===== src/rtl/adder_seq_pkg.sv =====
// Shared definitions for the digit-serial adder: FSM encoding and counter sizing.
package adder_seq_pkg;

    typedef enum logic [1:0] {
        StIdle = 2'd0,
        StRun  = 2'd1,
        StDone = 2'd2
    } state_e;

    // Width of a counter that indexes n chunks; never narrower than one bit.
    function automatic int unsigned cnt_width(input int unsigned n);
        return (n <= 1) ? 1 : $clog2(n);
    endfunction

endpackage


===== src/rtl/adder_1bit.sv =====
// Single-bit full adder, the leaf cell of the chunk carry cascade.
module adder_1bit (
    input  logic a,
    input  logic b,
    input  logic ci,
    output logic s,
    output logic co
);

    assign s  = a ^ b ^ ci;
    assign co = (a & b) | (ci & (a ^ b));

endmodule


===== src/rtl/adder_chunk.sv =====
// Combinational CHUNK-bit ripple adder built from adder_1bit cells.
// Cmsb exposes the carry into the top bit so the caller can derive signed overflow.
module adder_chunk #(
    parameter int unsigned CHUNK = 8
) (
    input  logic [CHUNK-1:0] A,
    input  logic [CHUNK-1:0] B,
    input  logic             Ci,
    output logic [CHUNK-1:0] S,
    output logic             Co,
    output logic             Cmsb
);

    logic [CHUNK:0] c;

    assign c[0] = Ci;

    for (genvar i = 0; i < CHUNK; i++) begin : g_bit
        adder_1bit u_bit (
            .a  (A[i]),
            .b  (B[i]),
            .ci (c[i]),
            .s  (S[i]),
            .co (c[i+1])
        );
    end

    assign Co   = c[CHUNK];
    assign Cmsb = c[CHUNK-1];

endmodule


===== src/rtl/adder_seq32.sv =====
// Digit-serial adder/subtractor: WIDTH-bit operands processed CHUNK bits per clock,
// LS chunk first, with valid/ready handshakes on both sides.
// Optional build macro: ADDER_SEQ_SATURATE_EN replaces S with the saturated value on overflow.
module adder_seq32
    import adder_seq_pkg::*;
#(
    parameter int unsigned WIDTH = 32,
    parameter int unsigned CHUNK = 8
) (
    input  logic             clk,
    input  logic             rstb,
    input  logic             in_valid,
    output logic             in_ready,
    input  logic [WIDTH-1:0] A,
    input  logic [WIDTH-1:0] B,
    input  logic             Sub,
    output logic             out_valid,
    input  logic             out_ready,
    output logic [WIDTH-1:0] S,
    output logic             Co,
    output logic             Ov
);

    localparam int unsigned N  = WIDTH / CHUNK;
    localparam int unsigned IW = cnt_width(N);

`ifdef ADDER_SEQ_SATURATE_EN
    localparam logic [WIDTH-1:0] SatPos = {1'b0, {(WIDTH-1){1'b1}}};
    localparam logic [WIDTH-1:0] SatNeg = {1'b1, {(WIDTH-1){1'b0}}};
`endif

    state_e           state_q, state_d;
    logic [WIDTH-1:0] a_q, a_d;
    logic [WIDTH-1:0] b_q, b_d;
    logic [IW-1:0]    idx_q, idx_d;
    logic             carry_q, carry_d;
    logic [WIDTH-1:0] s_q, s_d;
    logic             co_q, co_d;
    logic             ov_q, ov_d;

    logic [CHUNK-1:0] a_chunk, b_chunk, sum_chunk;
    logic             co_chunk, cmsb_chunk;
    logic             last_chunk;

    // Chunk multiplexer: select the operand slice addressed by the chunk counter.
    always_comb begin
        a_chunk = a_q[idx_q*CHUNK +: CHUNK];
        b_chunk = b_q[idx_q*CHUNK +: CHUNK];
    end

    adder_chunk #(
        .CHUNK (CHUNK)
    ) u_chunk (
        .A    (a_chunk),
        .B    (b_chunk),
        .Ci   (carry_q),
        .S    (sum_chunk),
        .Co   (co_chunk),
        .Cmsb (cmsb_chunk)
    );

    assign last_chunk = (idx_q == IW'(N - 1));

    // Next-state and datapath update for the IDLE/RUN/DONE sequence.
    always_comb begin
        state_d = state_q;
        a_d     = a_q;
        b_d     = b_q;
        idx_d   = idx_q;
        carry_d = carry_q;
        s_d     = s_q;
        co_d    = co_q;
        ov_d    = ov_q;

        unique case (state_q)
            StIdle: begin
                if (in_valid) begin
                    a_d     = A;
                    // Subtraction is A + ~B + 1: invert B here, inject the +1 as carry-in.
                    b_d     = Sub ? ~B : B;
                    carry_d = Sub;
                    idx_d   = '0;
                    state_d = StRun;
                end
            end
            StRun: begin
                s_d[idx_q*CHUNK +: CHUNK] = sum_chunk;
                carry_d                   = co_chunk;
                idx_d                     = idx_q + IW'(1);
                if (last_chunk) begin
                    co_d    = co_chunk;
                    ov_d    = co_chunk ^ cmsb_chunk;
`ifdef ADDER_SEQ_SATURATE_EN
                    if (co_chunk ^ cmsb_chunk) begin
                        s_d = a_q[WIDTH-1] ? SatNeg : SatPos;
                    end
`endif
                    state_d = StDone;
                end
            end
            StDone: begin
                if (out_ready) begin
                    state_d = StIdle;
                end
            end
            default: state_d = StIdle;
        endcase
    end

    // State and datapath registers with synchronous active-low reset.
    always_ff @(posedge clk) begin
        if (!rstb) begin
            state_q <= StIdle;
            a_q     <= '0;
            b_q     <= '0;
            idx_q   <= '0;
            carry_q <= 1'b0;
            s_q     <= '0;
            co_q    <= 1'b0;
            ov_q    <= 1'b0;
        end else begin
            state_q <= state_d;
            a_q     <= a_d;
            b_q     <= b_d;
            idx_q   <= idx_d;
            carry_q <= carry_d;
            s_q     <= s_d;
            co_q    <= co_d;
            ov_q    <= ov_d;
        end
    end

    assign in_ready  = (state_q == StIdle);
    assign out_valid = (state_q == StDone);
    assign S         = s_q;
    assign Co        = co_q;
    assign Ov        = ov_q;

endmodule


===== config.mk =====
export PLATFORM = sky130hd
export DESIGN_NAME = adder_seq32
export DESIGN_NICKNAME = d
export VERILOG_FILES = /design/src/rtl/adder_seq_pkg.sv /design/src/rtl/adder_1bit.sv /design/src/rtl/adder_chunk.sv /design/src/rtl/adder_seq32.sv
export SDC_FILE = /design/constraint.sdc
export NUM_CORES = 1
export LEC_CHECK = 0
export BUFFER_PORTS_ARGS = -buffer_cell sky130_fd_sc_hd__buf_2
export CAP_MARGIN = 10
export CORE_MARGIN = 10
export CORE_UTILIZATION = 23
export CTS_CLUSTER_SIZE = 30
export DETAILED_ROUTE_END_ITERATION = 8
export SYNTH_ARGS = -nofsm -noshare
export SYNTH_HDL_FRONTEND = slang
export SYNTH_SLANG_ARGS = --single-unit

===== constraint.sdc =====
create_clock -name clk -period 11.4 [get_ports clk]
set_input_delay 0.57 -clock clk [delete_from_list [all_inputs] [get_ports clk]]
set_output_delay 0.57 -clock clk [all_outputs]
set_load 0.02 [all_outputs]

-- After elaboration in Yosys (flattened, before gate mapping)
Index checks and enable logic that the tools add are counted.
- register bits: 103
- latch bits: 0
- memory bits (writable): 0
- ROM bits: 0
- input bits: 69
- output and inout bits: 36
- logic and storage cells: 78
- memories kept: 0
- $add $sub $neg: 2
- multiply operators: 0
- divide/modulo/power cells: 0
- order comparisons: 0
- eq/ne operators: 6
- shift operators: 4
- mux-type cells: 10
- bitwise operators: 42
- reduce and logical (&&, ||, !) cells: 6
- operators with widths (kind ; number):
    indexed part select 32 x 6 -> 8 bit ; 2
    negation 5 -> 34 bit ; 1
    variable shift 8 x 34 -> 32 bit, first input constant ; 1
    indexed part select 8 x 34 -> 32 bit ; 1
    bitwise mux 32 bit ; 1
    2-to-1 mux 32 bit ; 1
    inverter 32 bit ; 1
    bitwise XOR 1 bit ; 17
    AND 1 bit ; 16
    2-to-1 mux 2 bit ; 4
    OR 1 bit ; 8
    case mux 2 bit (3 select lines) ; 1
    AND reduction 2 bit ; 3
    == test 2 bit, second input constant ; 2
    != test 2 bit, second input constant ; 2
    case mux 2 bit (2 select lines) ; 1
    AND reduction 3 bit ; 1
    adder 2 x 1 -> 2 bit, second input constant ; 1
    == test 2 x 1 -> 1 bit, second input constant ; 1
    zero test 2 bit ; 1
    != test 2 x 1 -> 1 bit, second input constant ; 1
    case mux 1 bit (2 select lines) ; 1
    nonzero test 2 bit ; 1
    2-to-1 mux 1 bit ; 1

-- Depth between registers and ports, before layout
Gate-level depths: netlist of the first run.
- depth after elaboration: 19
- gate-level depth with buffers: 15
- mapped depth without buffers: 13

-- Hierarchy
A second synthesis of the first run with hierarchy kept.
- cell total of the unflattened synthesis: 468
- area total of the unflattened synthesis: 4814.6 µm²
- by module, submodules not included (module ; instances ; cells an instance ; area an instance (µm²) ; sequential area each (µm²)):
    adder_seq32 ; 1 ; 460 ; 4654.5 ; 2062.0
    adder_1bit ; 8 ; 1 ; 20.0 ; 0.0

-- Least setup slack after synthesis of the first run
Ideal clock, no wire load.
- path type: reg2reg
- from: reg idx_q[1]
- to: reg s_q[15] (netlist: S[15])
- setup time: 117 ps
- arrival: 4399 ps
- data required time: 11283 ps
- slack: 6884 ps
- stages on the path, launching flop included: 15
- buffers on the path: 2
- period minus slack after synthesis: 4516 ps
- path through: dfxtp_1 -> buf_2 -> buf_1 -> mux4_2 -> inv_1 -> fa_1 -> fa_1 -> fa_1 -> fa_1 -> fa_1 -> fa_1 -> inv_1 -> fa_1 -> fa_1 -> a32o_1
- longest elaborated chain between the ends: 19
- elaborated cells on any way between the ends: 43
- classes of those cells: 1 x add/sub; 4 x shift; 1 x mux; 37 x bitwise
- ends and longest elaborated chain (what ; RTL line ; RTL):
    start: declaration ; adder_seq32.sv:35 ; logic [IW-1:0] idx_q, idx_d;
    start signal: assignment ; adder_seq32.sv:125 ; idx_q <= idx_d;
    indexed part select 32 x 6 -> 8 bit, on equally long branches ; adder_seq32.sv:47, adder_seq32.sv:48 ;
    bitwise XOR 1 bit ; adder_1bit.sv:10, adder_1bit.sv:11 ;
    AND 1 bit ; adder_1bit.sv:11 ; assign co = (a & b) | (ci & (a ^ b));
    OR 1 bit ; adder_1bit.sv:11 ;
    AND 1 bit ; adder_1bit.sv:11 ;
    OR 1 bit ; adder_1bit.sv:11 ;
    AND 1 bit ; adder_1bit.sv:11 ;
    OR 1 bit ; adder_1bit.sv:11 ;
    (+3 left out) ; - ;
    OR 1 bit ; adder_1bit.sv:11 ;
    AND 1 bit ; adder_1bit.sv:11 ;
    OR 1 bit ; adder_1bit.sv:11 ;
    AND 1 bit ; adder_1bit.sv:11 ;
    OR 1 bit ; adder_1bit.sv:11 ;
    bitwise XOR 1 bit ; adder_1bit.sv:10 ; assign s = a ^ b ^ ci;
    indexed part select 8 x 34 -> 32 bit ; adder_seq32.sv:87 ; s_d[idx_q*CHUNK +: CHUNK] = sum_chunk;
    bitwise mux 32 bit (*) ; adder_seq32.sv:87 ;
    end signal: assignment ; adder_seq32.sv:118 ; s_q <= '0;
    end signal: assignment ; adder_seq32.sv:127 ; s_q <= s_d;
    end: declaration ; adder_seq32.sv:37 ; logic [WIDTH-1:0] s_q, s_d;
Mark *: on every way between the ends. The rest lies on a longest branch, timed or not.
A chain may end at the register's enable or synchronous reset.

-- Worst setup path in the final report of the first run
- from: reg idx_q[0]
- to: reg s_q[31] (netlist: S[31])
Same word-level chain as after synthesis.

==> results of run 1 <==
==> logic make-up after synthesis <==
family | Yosys count | synth area share [%]
adder cells (fa/ha/maj) | 14 | 5.183
AND/OR/NAND/NOR | 124 | 11.94
buffers and inverters | 59 | 5.763
XOR/XNOR | 33 | 6.369
flip-flops | 103 | 45.44
multiplexers | 16 | 7.941
AO/OA/AOI/OAI | 110 | 17.37
==> power breakdown <==
part | switching, mW | internal [mW]
registers | 0.0129 | 0.380
logic | 0.0746 | 0.0547
clock network | 0.137 | 0.196
total | 0.225 | 0.631
==> stage by stage <==
stage	instance area [um^2]	std cells	power (mW)	worst slack, ns	utilization (%)
2_1_floorplan	4538	459	0.4891	6.884	-
3_3_place_gp	5259	798	0.5311	7.010	27.02
3_5_place_dp	5259	798	0.5324	6.924	27.02
4_1_cts	5580	814	0.8656	6.892	28.67
5_1_grt	5580	814	0.8961	6.668	28.67
6_report	5583	815	0.8556	6.900	28.69
==> Yosys cell counts (4+ instances only) <==
master | n | area, um^2
dfxtp_1 | 103 | 2062
nand2_1 | 67 | 251.5
nor2_1 | 38 | 142.6
a21oi_1 | 37 | 185.2
a211oi_1 | 33 | 247.7
xnor2_1 | 33 | 289.0
inv_1 | 25 | 93.84
buf_2 | 20 | 100.1
a22o_1 | 18 | 157.7
mux4_2 | 16 | 360.4
fa_1 | 8 | 160.2
nor2b_1 | 8 | 50.05
clkbuf_1 | 7 | 26.28
o2bb2ai_1 | 7 | 61.31
a32o_1 | 6 | 60.06
ha_1 | 6 | 75.07
buf_4 | 4 | 30.03
==> worst max-delay path, delay by kind of cell (launching register included) <==
family / cells / cell delay [ns]
flops: 1 / 0.62
fa+ha+maj: 8 / 3.08
mux: 1 / 0.32
compound gates: 1 / 0.24
buf+inv: 2 / 0.12
==> state kept, by name, summed over array words and instances (netlist names) <==
| name | cells |
|---|---|
| b_q | 32 |
| idx_q | 2 |
| Co | 1 |
| carry_q | 1 |
| Ov | 1 |
| a_q | 32 |
| state_q | 2 |
| S | 32 |
==> final timing paths <==
kind,cells past startpoint,endpoint,from
setup / recovery,12,S[31]$_SDFFE_PN0P_,idx_q[0]$_SDFFE_PN0P_
hold / removal,3,a_q[25]$_SDFFE_PN0P_,A[25]
setup reg to reg,12,S[31]$_SDFFE_PN0P_,idx_q[0]$_SDFFE_PN0P_
hold reg to reg,2,a_q[2]$_SDFFE_PN0P_,a_q[2]$_SDFFE_PN0P_
==> cell type report <==
class | count | area share (%)
diodes | 1 | 0.04482
clock buffers | 11 | 4.169
clock inverters | 5 | 1.591
inverters | 25 | 1.681
multi-input cells | 297 | 39.78
flip-flops and latches | 103 | 36.93
well taps | 265 | 5.939
repair buffers | 108 | 9.861
==> per-layer routing <==
| metal | GRT usage [%] | share of wire (%) |
|---|---|---|
| met3 | 3.758 | 6.4 |
| met5 | 0 | 0 |
| met2 | 15.74 | 47 |
| met4 | 2.755 | 1.2 |
| met1 | 12.22 | 45 |
==> flow_summary.json, run 1 <==
{
  "cts.sinks": 103,
  "die_w_um": 160.5,
  "relSlewSlack_pct": 24.81,
  "cts_tree": "done",
  "cp.required_ns": 11.64,
  "synth.avg_cell_area_um2": 9.887,
  "ys_ff_latch": 103,
  "drv_cap": 0,
  "drt_iter0_drc": 263,
  "routed_wirelength_um": 12850,
  "min_period_ns": 4.500,
  "cts.hold.buffers_added": 0,
  "crit_path_max_fanout": 8,
  "cellPowerDensity_nw_per_um2": 153.3,
  "wl_per_cell_um": 15.77,
  "io_pins": 105,
  "postCtsSetupBuffers": 0,
  "antenna_found_initial": 1,
  "layout_commonest_cell": "buf_2",
  "power_leakage_nw": 2.179,
  "fmax_mhz": 222.2,
  "start_kind": "flop",
  "status": "finished clean",
  "coreArea_um2": 19460,
  "via_count": 3432,
  "final_hold_viol_count": 0,
  "numCtsBuffers": 9,
  "cts_resized": 0,
  "overflow": 0,
  "multiInputGateArea_um2": 2221,
  "tns_ns": 0,
  "drt-vias-per-instance": 4.211,
  "crit_slowest_cell": "dfxtp_1",
  "grt_first_pass_wirelength_um": 20090,
  "clk_latency_ns": 0.35,
  "dr.pass1.iters": 4,
  "crit_top_cell": "fa_1",
  "ir_drop_v": 0.00006279,
  "max_stage_delay_ns": 0.62,
  "rows": 51,
  "cp_cell_sequence": "mux4_2 > inv_1 > fa_1 > fa_1 > fa_1 > fa_1 > fa_1 > fa_1 > inv_1 > fa_1 > fa_1 > a32o_1",
  "cts-root-buf": "clkbuf_16",
  "synthArstFlopShare_pct": 0,
  "dpl.hpwl_um": 9830,
  "setup_violations": 0,
  "hp-class": "input pin to flop",
  "ys_warn_count": 0,
  "synth_nets": 542,
  "syn_inst": 459,
  "slew_viol_final": 0,
  "end_kind": "flop",
  "r2r_slack_ns": 6.90,
  "hold_ws_ns": 0.4535,
  "skew_ns": 0.009592,
  "drc_errors": 0,
  "syn-cell-area_um2": 4538,
  "cts-htree-levels": 3,
  "rsz0062_at_grt": "no",
  "first_global_vias": 3550,
  "worstMarginPinSlew_ns": 1.128,
  "fp.dieH_um": 160.5,
  "cp.arrival_ns": 4.74,
  "path_class": "flop to flop",
  "gp_congestion": 0.7822,
  "grt_use_total_pct": 9.895,
  "nFillCells": 2058,
  "design.die.area_um2": 25750,
  "clk_pin_slew_worst_paths_ns": 0.07,
  "drtAntennaViolNets": 0,
  "cts_buffer_depth": 2,
  "synthDistinctLibCells": 34,
  "final_nets": 627,
  "grt_max_degree": 98,
  "final_cell_mix": "buf_2 (104), dfxtp_1 (103), nand2_1 (67), nor2_1 (38), a21oi_1 (37)",
  "fin_crit_sh_pct": 39.47,
  "numPortBuffers": 104,
  "synth_ff_type": "dfxtp_1",
  "ys_seq_area_share_pct": 45.44,
  "syn2layout_area_growth_pct": 23.02,
  "layout.area.seq_um2": 2062,
  "layout-drive-gt1-share_pct": 26.59,
  "synth_edf_count": 0,
  "initial_core_util_pct": 23.32
}
No activity file was read; power rests on OpenSTA's default activity.
==> run 2, diff against run 1 <==
==> constraint.sdc (replaced) <==
create_clock -name clk -period 3.9 [get_ports clk]
set_input_delay 0.195 -clock clk [delete_from_list [all_inputs] [get_ports clk]]
set_output_delay 0.195 -clock clk [all_outputs]
set_load 0.02 [all_outputs]
==> run 2 against run 1 <==
The run now ends with negative setup slack left. Cell count rose by 0.61%. Count of clock-buffer cells in the layout rose by 1. Highest routed layer is now met5. Clock power increased to 2.5 times the previous value. Largest power group unchanged. Hold slack got worse by 0.38 ns. Via count is 2.5% higher. Fmax increased by 14%. Flip-flop and latch count unchanged. Register-to-register slack worse by 7.0 ns. Final area increased by 0.25%. Wire length grew 3.0%.
==> flow_summary.json, run 2 (synthesis results as in run 1) <==
{
  "violations": "negative setup slack",
  "fin_cells": 820,
  "design.die.area_um2": 25750,
  "timing.rr.end": "S[15]$_SDFFE_PN0P_",
  "path_class": "flop to flop",
  "min_period_ns": 3.956,
  "setup_violations": 3,
  "syn2layout_area_growth_pct": 23.33,
  "first_global_vias": 3633,
  "grt_max_degree": 98,
  "layout_commonest_cell": "buf_2",
  "dpl.hpwl_um": 10070,
  "layout-drive-gt1-share_pct": 29.19,
  "via_count": 3519,
  "timing.rr.start": "idx_q[0]$_SDFFE_PN0P_",
  "hp-class": "input pin to flop",
  "tns_ns": -0.1640,
  "status": "finished, violations left",
  "hold_ws_ns": 0.07477,
  "wl_per_cell_um": 16.14,
  "drtAntennaViolNets": 0,
  "max_stage_delay_ns": 0.48,
  "rows": 51,
  "cts-htree-levels": 3,
  "cp_num_buf_inv": 2,
  "p_total_mw": 2.380,
  "cts_buffer_depth": 2,
  "final_cell_mix": "buf_2 (104), dfxtp_1 (102), nand2_1 (67), nor2_1 (38), a21oi_1 (37)",
  "cp.arrival_ns": 4.21,
  "gp_congestion": 0.7860,
  "initial_core_util_pct": 23.32,
  "nFillCells": 2094,
  "rsz0062_at_grt": "yes",
  "min_path_cells": 3,
  "slew_viol_final": 0,
  "io_pins": 105,
  "start_kind": "flop",
  "grt_use_total_pct": 10.43,
  "fp.dieH_um": 160.5,
  "antenna_found_initial": 1,
  "overflow": 0,
  "cellPowerDensity_nw_per_um2": 425.3,
  "grt_first_pass_wirelength_um": 21080,
  "clk_latency_ns": 0.36,
  "fmax_mhz": 252.8,
  "relSlewSlack_pct": 21.97,
  "fin_util_pct": 28.76,
  "drt-vias-per-instance": 4.291,
  "worstMarginPinSlew_ns": 1.170,
  "crit_path_max_fanout": 4,
  "cts-root-buf": "clkbuf_16",
  "dr.pass1.iters": 4,
  "hp-start": "A[2]",
  "cp.required_ns": 4.15,
  "drt_iter0_drc": 267,
  "clk_pin_slew_worst_paths_ns": 0.07,
  "cts.hold.buffers_added": 0,
  "routed_wirelength_um": 13230,
  "dpl_cell_area_um2": 5310,
  "r2r_slack_ns": -0.06,
  "cp_cell_sequence": "mux4_2 > inv_2 > fa_2 > fa_2 > fa_2 > fa_2 > fa_2 > fa_2 > inv_2 > fa_2 > fa_2 > a32o_1",
  "die_w_um": 160.5,
  "drc_errors": 0,
  "final_nets": 633,
  "numCtsBuffers": 9,
  "fin_crit_sh_pct": 101.4,
  "dpl.cell_count": 802,
  "finish.instance_area_um2": 5597,
  "holdPathEnd": "a_q[2]$_SDFFE_PN0P_",
  "numPortBuffers": 104,
  "antenna_cells": 0,
  "setup_ws_ns": -0.05556,
  "skew_ns": 0.01189,
  "crit_start": "idx_q[0]$_SDFFE_PN0P_",
  "cts.sinks": 103,
  "drv_cap": 0,
  "power_leakage_nw": 2.174,
  "coreArea_um2": 19460,
  "ir_drop_v": 0.0001754,
  "cts_tree": "done",
  "final_hold_viol_count": 0,
  "crit_top_cell": "fa_2",
  "dpl_worst_slack_ns": -0.1106,
  "end_kind": "flop",
  "rr_worst_depth": 12,
  "crit_family": "adder cells",
  "crit_slowest_cell": "fa_2"
}
-- run 2: how the worst max path moves through the flow --
stage	end	slack, ns	depth (start not counted)
after detailed placement	S[15]$_SDFFE_PN0P_	-0.11	12
after floorplan	S[15]$_SDFFE_PN0P_	-0.25	14
after CTS	S[15]$_SDFFE_PN0P_	-0.05	12
after global routing	S[15]$_SDFFE_PN0P_	-0.16	12
final	S[15]$_SDFFE_PN0P_	-0.06	12
after global placement	S[15]$_SDFFE_PN0P_	-0.05	12
-- run 2: power breakdown --
group	internal (mW)	switching, mW
Clock	0.436	0.402
Sequential	1.11	0.0339
Combinational	0.171	0.226
Total	1.72	0.662
-- run 2: timing repair --
| item | CTS | global route |
|---|---|---|
| resized for setup | 1 | 0 |
| setup buffers | 1 | 1 |
| setup endpoints to repair | 4 | 5 |
| pin swaps | 2 | 0 |
-- run 2: tightest hold or removal path, delay by kind of cell --
kind | cells | cell delay (ns)
buffers and inverters | 1 | 0.09
AOI/OAI and AO/OA | 1 | 0.05
and+or+nand+nor | 1 | 0.04
-- run 2: layer usage --
layer / share of wire [%] / GRT usage (%) / up-vias
met5: 0.098 / 0 / -
met4: 2.4 / 4.466 / 2
met3: 5.9 / 3.042 / 22
met2: 47 / 16.18 / 87
met1: 45 / 13.20 / 1631
li1: - / - / 1777
-- run 2: final cells by class --
cell class / instances / area (um^2) / share of cell area (%)
flip-flops and latches: 103 / 2066 / 36.91
clock inverters: 4 / 32.53 / 0.5813
inverters: 25 / 93.84 / 1.677
repair buffers: 114 / 595.6 / 10.64
multi-input cells: 297 / 2241 / 40.04
clock buffers: 12 / 236.5 / 4.225
well taps: 265 / 331.6 / 5.924
